## config.mk

```make
export PLATFORM = sky130hd
export DESIGN_NAME = demux_1bit_reg
export DESIGN_NICKNAME = d
export VERILOG_FILES = /design/src/rtl/demux_1bit_reg.sv
export SDC_FILE = /design/constraint.sdc
export NUM_CORES = 1
export LEC_CHECK = 0
export ABC_CLOCK_PERIOD_IN_PS = 5040
export CAP_MARGIN = 20
export CORE_UTILIZATION = 50
export CTS_BUF_LIST = sky130_fd_sc_hd__clkbuf_16
export DETAILED_ROUTE_END_ITERATION = 6
export DONT_BUFFER_PORTS = 1
export REMOVE_ABC_BUFFERS = 1
export SKIP_CTS_REPAIR_TIMING = 1
export SYNTH_ARGS = -nofsm -noshare
export SYNTH_HDL_FRONTEND = slang
export SYNTH_SLANG_ARGS = --single-unit
```

## constraint.sdc

```tcl
create_clock -name clk -period 5.04 [get_ports clk]
set_input_delay 0.756 -clock clk [delete_from_list [all_inputs] [get_ports clk]]
set_output_delay 0.756 -clock clk [all_outputs]
set_load 0.01 [all_outputs]
```

## src/rtl/demux_1bit_reg.sv

```systemverilog
// Registered 1-to-2 demultiplexer with valid/ready handshakes. Each output
// channel has a one-entry holding register and a delivered-word counter.
module demux_1bit_reg #(
    parameter int unsigned WIDTH     = 32,
    parameter int unsigned CNT_WIDTH = 8
) (
    input  logic                 clk,
    input  logic                 reset,
    input  logic [WIDTH-1:0]     input_data,
    input  logic                 input_valid,
    input  logic                 select,
    output logic                 input_ready,
    output logic [WIDTH-1:0]     output_data0,
    output logic                 output_valid0,
    input  logic                 output_ready0,
    output logic [WIDTH-1:0]     output_data1,
    output logic                 output_valid1,
    input  logic                 output_ready1,
    output logic [CNT_WIDTH-1:0] count0,
    output logic [CNT_WIDTH-1:0] count1
);

    typedef enum logic {
        EMPTY = 1'b0,
        FULL  = 1'b1
    } ch_state_e;

    ch_state_e            state0_q, state0_d;
    ch_state_e            state1_q, state1_d;
    logic [WIDTH-1:0]     data0_q, data0_d;
    logic [WIDTH-1:0]     data1_q, data1_d;
    logic [CNT_WIDTH-1:0] cnt0_q, cnt0_d;
    logic [CNT_WIDTH-1:0] cnt1_q, cnt1_d;

    logic free0, free1;
    logic acc0, acc1;
    logic del0, del1;

    always_ff @(posedge clk or posedge reset) begin
        if (reset) begin
            state0_q <= EMPTY;
            state1_q <= EMPTY;
            data0_q  <= '0;
            data1_q  <= '0;
            cnt0_q   <= '0;
            cnt1_q   <= '0;
        end else begin
            state0_q <= state0_d;
            state1_q <= state1_d;
            data0_q  <= data0_d;
            data1_q  <= data1_d;
            cnt0_q   <= cnt0_d;
            cnt1_q   <= cnt1_d;
        end
    end

    always_comb begin
        // A FULL channel that is draining this cycle can take a new word.
        free0       = (state0_q == EMPTY) | output_ready0;
        free1       = (state1_q == EMPTY) | output_ready1;
        input_ready = select ? free1 : free0;

        acc0 = input_valid & input_ready & ~select;
        acc1 = input_valid & input_ready &  select;
        del0 = (state0_q == FULL) & output_ready0;
        del1 = (state1_q == FULL) & output_ready1;

        state0_d = state0_q;
        state1_d = state1_q;
        data0_d  = data0_q;
        data1_d  = data1_q;
        cnt0_d   = cnt0_q;
        cnt1_d   = cnt1_q;

        if (acc0) begin
            state0_d = FULL;
            data0_d  = input_data;
        end else if (del0) begin
            state0_d = EMPTY;
        end

        if (acc1) begin
            state1_d = FULL;
            data1_d  = input_data;
        end else if (del1) begin
            state1_d = EMPTY;
        end

        if (del0) cnt0_d = cnt0_q + CNT_WIDTH'(1);
        if (del1) cnt1_d = cnt1_q + CNT_WIDTH'(1);
    end

    assign output_data0  = data0_q;
    assign output_data1  = data1_q;
    assign output_valid0 = (state0_q == FULL);
    assign output_valid1 = (state1_q == FULL);
    assign count0        = cnt0_q;
    assign count1        = cnt1_q;

endmodule

```

==> results of run 1 <==
==> area by class of cell <==
class	instances	area (um2)
clock inverters	7	61.3
inverters	1	5.00
well taps	77	96.3
multi-input cells	112	1180
fillers	484	2730
clock buffers	9	225
repair buffers	3	42.5
flip-flops and latches	82	2050
==> final timing paths <==
check	start	endpoint	slack, ps
hold / removal	reset	output_data0[3]$_DFFE_PP0P_	340
hold reg to reg	count1[7]$_DFFE_PP0P_	count1[7]$_DFFE_PP0P_	530
min in group clk	count1[7]$_DFFE_PP0P_	count1[7]$_DFFE_PP0P_	530
setup reg to reg	output_valid0$_DFFE_PP0P_	output_data0[5]$_DFFE_PP0P_	3140
setup / recovery	output_ready0	input_ready	3050
max in group asynchronous	reset	count1[0]$_DFFE_PP0P_	4120
==> Yosys cell counts <==
cell	instances	area (um2)
nor2_1	3	11.3
nand3_1	2	10.0
clkbuf_1	1	3.75
nand3b_2	1	11.3
nand2b_1	1	6.26
nand2b_4	1	13.8
xor2_1	6	52.6
nor2b_4	1	13.8
inv_1	1	3.75
nand2_1	10	37.5
mux2_2	37	417
buf_12	3	60.1
and3_1	2	12.5
buf_6	1	11.3
ha_1	2	25.0
buf_4	3	22.5
nor3_1	2	10.0
dfrtp_1	82	2050
nand4_1	5	31.3
xnor2_1	8	70.1
mux2_4	30	450
and2_1	1	6.26
==> layout by cell type (no fill, tap or decap), types with 2 or more instances in the layout <==
cell,count
and3_1,2
buf_4,2
clkbuf_16,9
clkinv_1,2
clkinv_2,2
clkinvlp_4,2
dfrtp_1,82
ha_1,2
mux2_2,37
mux2_4,30
nand2_1,10
nand3_1,2
nand4_1,5
nor2_1,3
nor3_1,2
xnor2_1,8
xor2_1,6
==> cells by family after synthesis <==
kind of cell	share of synthesized area, %
multiplexers	26.0
XOR/XNOR	3.68
adder cells (fa/ha/maj)	0.751
buffers and inverters	3.04
AND/OR/NAND/NOR	4.92
flip-flops	61.6
==> metrics by stage <==
step	total power (uW)	utilization, %	hold slack, ps	instance area, um2
finish	1830	57.3	343	3660
global route	1920	57.3	356	3660
CTS	1850	56.9	535	3630
detailed placement	1230	52.4	523	3350
global placement	1210	52.4	524	3350
floorplan	1150	-	504	3230
==> layer usage <==
layer	GRT usage [%]	wire length, um	share of wire, %	vias to the layer above
met4	7.86	75	1.3	0
met5	0	0	0	-
li1	-	-	-	712
met3	7.52	488	8.3	7
met1	21.1	2270	39	844
met2	29.7	3050	52	68
==> where the power goes <==
| group | total [uW] | internal, uW | switching [uW] |
|---|---|---|---|
| combinational | 226 | 146 | 80.1 |
| sequential | 987 | 794 | 193 |
| clock | 615 | 377 | 238 |
==> flip-flops by register name (all words and copies together), names as in the netlist <==
signal / cells
output_data0: 32
output_data1: 32
count1: 8
output_valid1: 1
count0: 8
output_valid0: 1
==> flow_summary.yaml, run 1 <==
power_and_ir_drop:
  p_leak_uw: 0.00167
  peakVddDrop_uv: 340
  power_per_cell_area_nw_per_um2: 499
route:
  drtPass1Iterations: 4
  via_per_inst: 5.60
  drtIter0Drc: 55
  drc: 0
  ant_nets: 0
  wl_per_cell_um: 20.2
  routed_wl_um: 5890
  via_count: 1631
floorplanning:
  fp.dieH_um: 83.6
  initial_core_util_pct: 52.2
  io-pin-count: 121
  coreArea_um2: 6390
  rows: 29
  dieArea_um2: 6990
  die_x_um: 83.6
sta:
  fin_crit_ps: 1990
  setup_violations: 0
  fin_crit_sh_pct: 39.4
  drv_slew: 0
  tightestPinTransition_ps: 882
  max_slew_margin_pct: 40.9
  setup_tns_ps: 0
  setup_ws_ps: 3050
  timing.fmax_mhz: 504
  hold_viol: 0
  finClkSkew_ps: 4.95
  rsz0062_at_grt: "no"
worst_setup_path:
  crit_chain: "nand2b_1, mux2_2"
  cp_max_fo: 3
  crit_type: "primary input to output pin"
  arrival_ps: 1230
  path_buf_inv: 0
  crit_path_end_kind: "output pin"
  critPathRequiredTime_ps: 4280
  critical_path_depth: 2
  slowest_stage: "mux2_2"
  cp_top_family: "multiplexers"
  max_stage_delay_ps: 310
  worstSetupStartpointType: "primary input"
  r2r.worst_path.cells: 3
placement:
  port_buffers: 0
  globalplace.congestion: 0.747
  hpwl_um: 4050
  preCtsSetupSlack_ps: 2740
  dpl.cell_count: 274
clocking:
  htreeDepth: 3
  cts.clk_slew.worst_paths_ps: 60
  clockBufferDepth: 2
  clk_latency_ps: 320
  numCtsBuffers: 9
  cts_tree: "yes"
  cts_root_buffer: "clkbuf_16"
  cts.sink_count: 82
global_route:
  grt_pass1_vias: 1805
  antenna_found_initial: 0
  overflow: 0
  grt_max_degree: 83
  grt_util_all_layers_pct: 18.2
  grt_pass1_wl_um: 9650
status:
  status: "finished clean"
worst_hold_path:
  min_path_type: "primary input to asynchronous set/reset pin"
finish:
  area_delta_synth_final_pct: 9.88
  nets: 249
  drive_above_1_share_pct: 40.7
  final_cell_count_no_fill: 291
  diodes: 0
yosys:
  yosys_warnings: 0
  ys_types: 22
  synth.avg_cell_area_um2: 16.4
  syn_area_um2: 3330
  syn_inst: 203
  seq_area_frac_synth_pct: 61.6
  synth_seq_cells: 82
run:
  max-cap-violations: 0
Note: power is estimated with default switching activity, not from simulation.
==> inputs of run 2 (changes only) <==
--- a/config.mk
+++ b/config.mk
@@ -5,12 +5,13 @@
 export SDC_FILE = /design/constraint.sdc
 export NUM_CORES = 1
 export LEC_CHECK = 0
-export ABC_CLOCK_PERIOD_IN_PS = 5040
+export ABC_CLOCK_PERIOD_IN_PS = 1650
 export CAP_MARGIN = 20
 export CORE_UTILIZATION = 50
 export CTS_BUF_LIST = sky130_fd_sc_hd__clkbuf_16
 export DETAILED_ROUTE_END_ITERATION = 6
 export DONT_BUFFER_PORTS = 1
+export PLACE_DENSITY = 0.68
 export REMOVE_ABC_BUFFERS = 1
 export SKIP_CTS_REPAIR_TIMING = 1
 export SYNTH_ARGS = -nofsm -noshare
==> constraint.sdc (replaced) <==
create_clock -name clk -period 1.65 [get_ports clk]
set_input_delay 0.2475 -clock clk [delete_from_list [all_inputs] [get_ports clk]]
set_output_delay 0.2475 -clock clk [all_outputs]
set_load 0.01 [all_outputs]
==> flow_summary.yaml, run 2 (synthesis gave the netlist of run 1 again) <==
status:
  status: "finished clean"
worst_hold_path:
  min_delay_worst_endpoint: "output_data1[6]$_DFFE_PP0P_"
  min_path_type: "primary input to flip-flop"
  hold_path_depth: 1
  hp-start: "input_data[6]"
worst_setup_path:
  r2r_slack_ps: 260
  worstSetupStartpointType: "flip-flop"
  crit_type: "flip-flop to output pin"
  crit_chain: "nand2b_1, mux2_2"
  max_stage_delay_ps: 410
  timing.rr.end: "output_data1[30]$_DFFE_PP0P_"
  crit_path_end_kind: "output pin"
  critPathRequiredTime_ps: 1400
  r2r_start: "output_valid1$_DFFE_PP0P_"
  cp_max_fo: 3
  arrival_ps: 1180
  r2r.worst_path.cells: 4
  slowest_stage: "dfrtp_1"
route:
  drtIter0Drc: 86
  wl_per_cell_um: 20.0
  via_count: 1642
  routed_wl_um: 5850
  ant_nets: 0
  via_per_inst: 5.62
  drtPass1Iterations: 4
  drc: 0
global_route:
  grt_pass1_wl_um: 9610
  grt_pass1_vias: 1807
  grt_max_degree: 48
  grt_util_all_layers_pct: 17.6
  overflow: 0
  antenna_found_initial: 0
floorplanning:
  initial_core_util_pct: 52.2
  fp.dieH_um: 83.6
  die_x_um: 83.6
  coreArea_um2: 6390
  dieArea_um2: 6990
  rows: 29
  io-pin-count: 121
finish:
  diodes: 0
  post-route-util_pct: 57.4
  final_common_cell: "dfrtp_1"
  final_cell_mix: "dfrtp_1 (82), mux2_2 (37), mux2_4 (30)"
  drive_above_1_share_pct: 41.4
  fill_cells: 512
  nets: 252
  area_delta_synth_final_pct: 10.0
clocking:
  htreeDepth: 3
  cts_root_buffer: "clkbuf_16"
  cts_tree: "yes"
  cts.clk_slew.worst_paths_ps: 60
  clockBufferDepth: 2
  numCtsBuffers: 9
  cts.sink_count: 82
  clk_latency_ps: 320
power_and_ir_drop:
  p_leak_uw: 0.00168
  power_per_cell_area_nw_per_um2: 1480
  peakVddDrop_uv: 1080
sta:
  setup_tns_ps: 0
  timing.fmax_mhz: 699
  drv_slew: 0
  tightestPinTransition_ps: 326
  fin_crit_sh_pct: 86.7
  setup_violations: 0
  finClkSkew_ps: 8.07
  hold_viol: 0
  max_slew_margin_pct: 78.3
  rsz0062_at_grt: "no"
  fin_crit_ps: 1430
placement:
  hpwl_um: 4090
  globalplace.congestion: 0.851
  port_buffers: 0
run:
  max-cap-violations: 0
-- run 2: changes by cell type in the layout (fill, tap and decap cells not counted), sizes merged --
cell         previous run  this run
buf                     3         5
clkinv                  4         6
clkinvlp                2         0
bufinv                  1         0
dlygate4sd3             0         1
inv                     1         0
-- run 2: how the worst max path moves through the flow --
stage / cells after the start / to / startpoint / slack (ps)
6_report: 2 / input_ready / output_valid0$_DFFE_PP0P_ / 220
5_1_grt: 2 / input_ready / output_valid0$_DFFE_PP0P_ / 170
4_1_cts: 2 / input_ready / output_valid0$_DFFE_PP0P_ / 210
3_5_place_dp: 4 / output_data1[31]$_DFFE_PP0P_ / output_valid1$_DFFE_PP0P_ / 260
3_3_place_gp: 4 / output_data1[31]$_DFFE_PP0P_ / output_valid1$_DFFE_PP0P_ / 290
2_1_floorplan: 1 / count0[0]$_DFFE_PP0P_ / reset / -710
-- run 2: per-stage QoR --
| stage | setup slack, ps | instance area (um2) | hold WS (ps) | cells | total power (uW) |
|---|---|---|---|---|---|
| after floorplan | -706 | 3230 | 396 | 195 | 3530 |
| after global placement | 294 | 3410 | 87.8 | 277 | 3700 |
| after detailed placement | 260 | 3410 | 97.4 | 277 | 3760 |
| after CTS | 206 | 3660 | -248 | 291 | 5460 |
| after global routing | 166 | 3670 | 56.4 | 292 | 5650 |
| final | 219 | 3670 | 67.3 | 292 | 5410 |
-- run 2: area by class of cell --
type / instances / area [um2] / share of cell area (%)
Sequential cell: 82 / 2050 / 56.0
Timing Repair Buffer: 6 / 85.1 / 2.32
Inverter: 1 / 5.00 / 0.137
Multi-Input combinational cell: 112 / 1180 / 32.2
Tap cell: 77 / 96.3 / 2.63
Clock buffer: 9 / 225 / 6.14
Clock inverter: 5 / 23.8 / 0.648
-- run 2: metal layers --
layer	global-route usage, %	vias to the layer above	routed length (um)
li1	-	718	-
met1	21.0	838	2350
met2	27.6	76	2840
met3	7.12	10	549
met4	8.47	0	114
met5	0	-	0
-- run 2: critical path: cells and delay by family, from the launching register on --
kind             cells  cell delay, ps
AND/OR/NAND/NOR      1             130
flip-flops           1             410
multiplexers         1             330
-- run 2: where the power goes --
group	internal, uW	switching, uW
registers	2430	590
clock network	984	704
logic	455	250
total	3860	1540
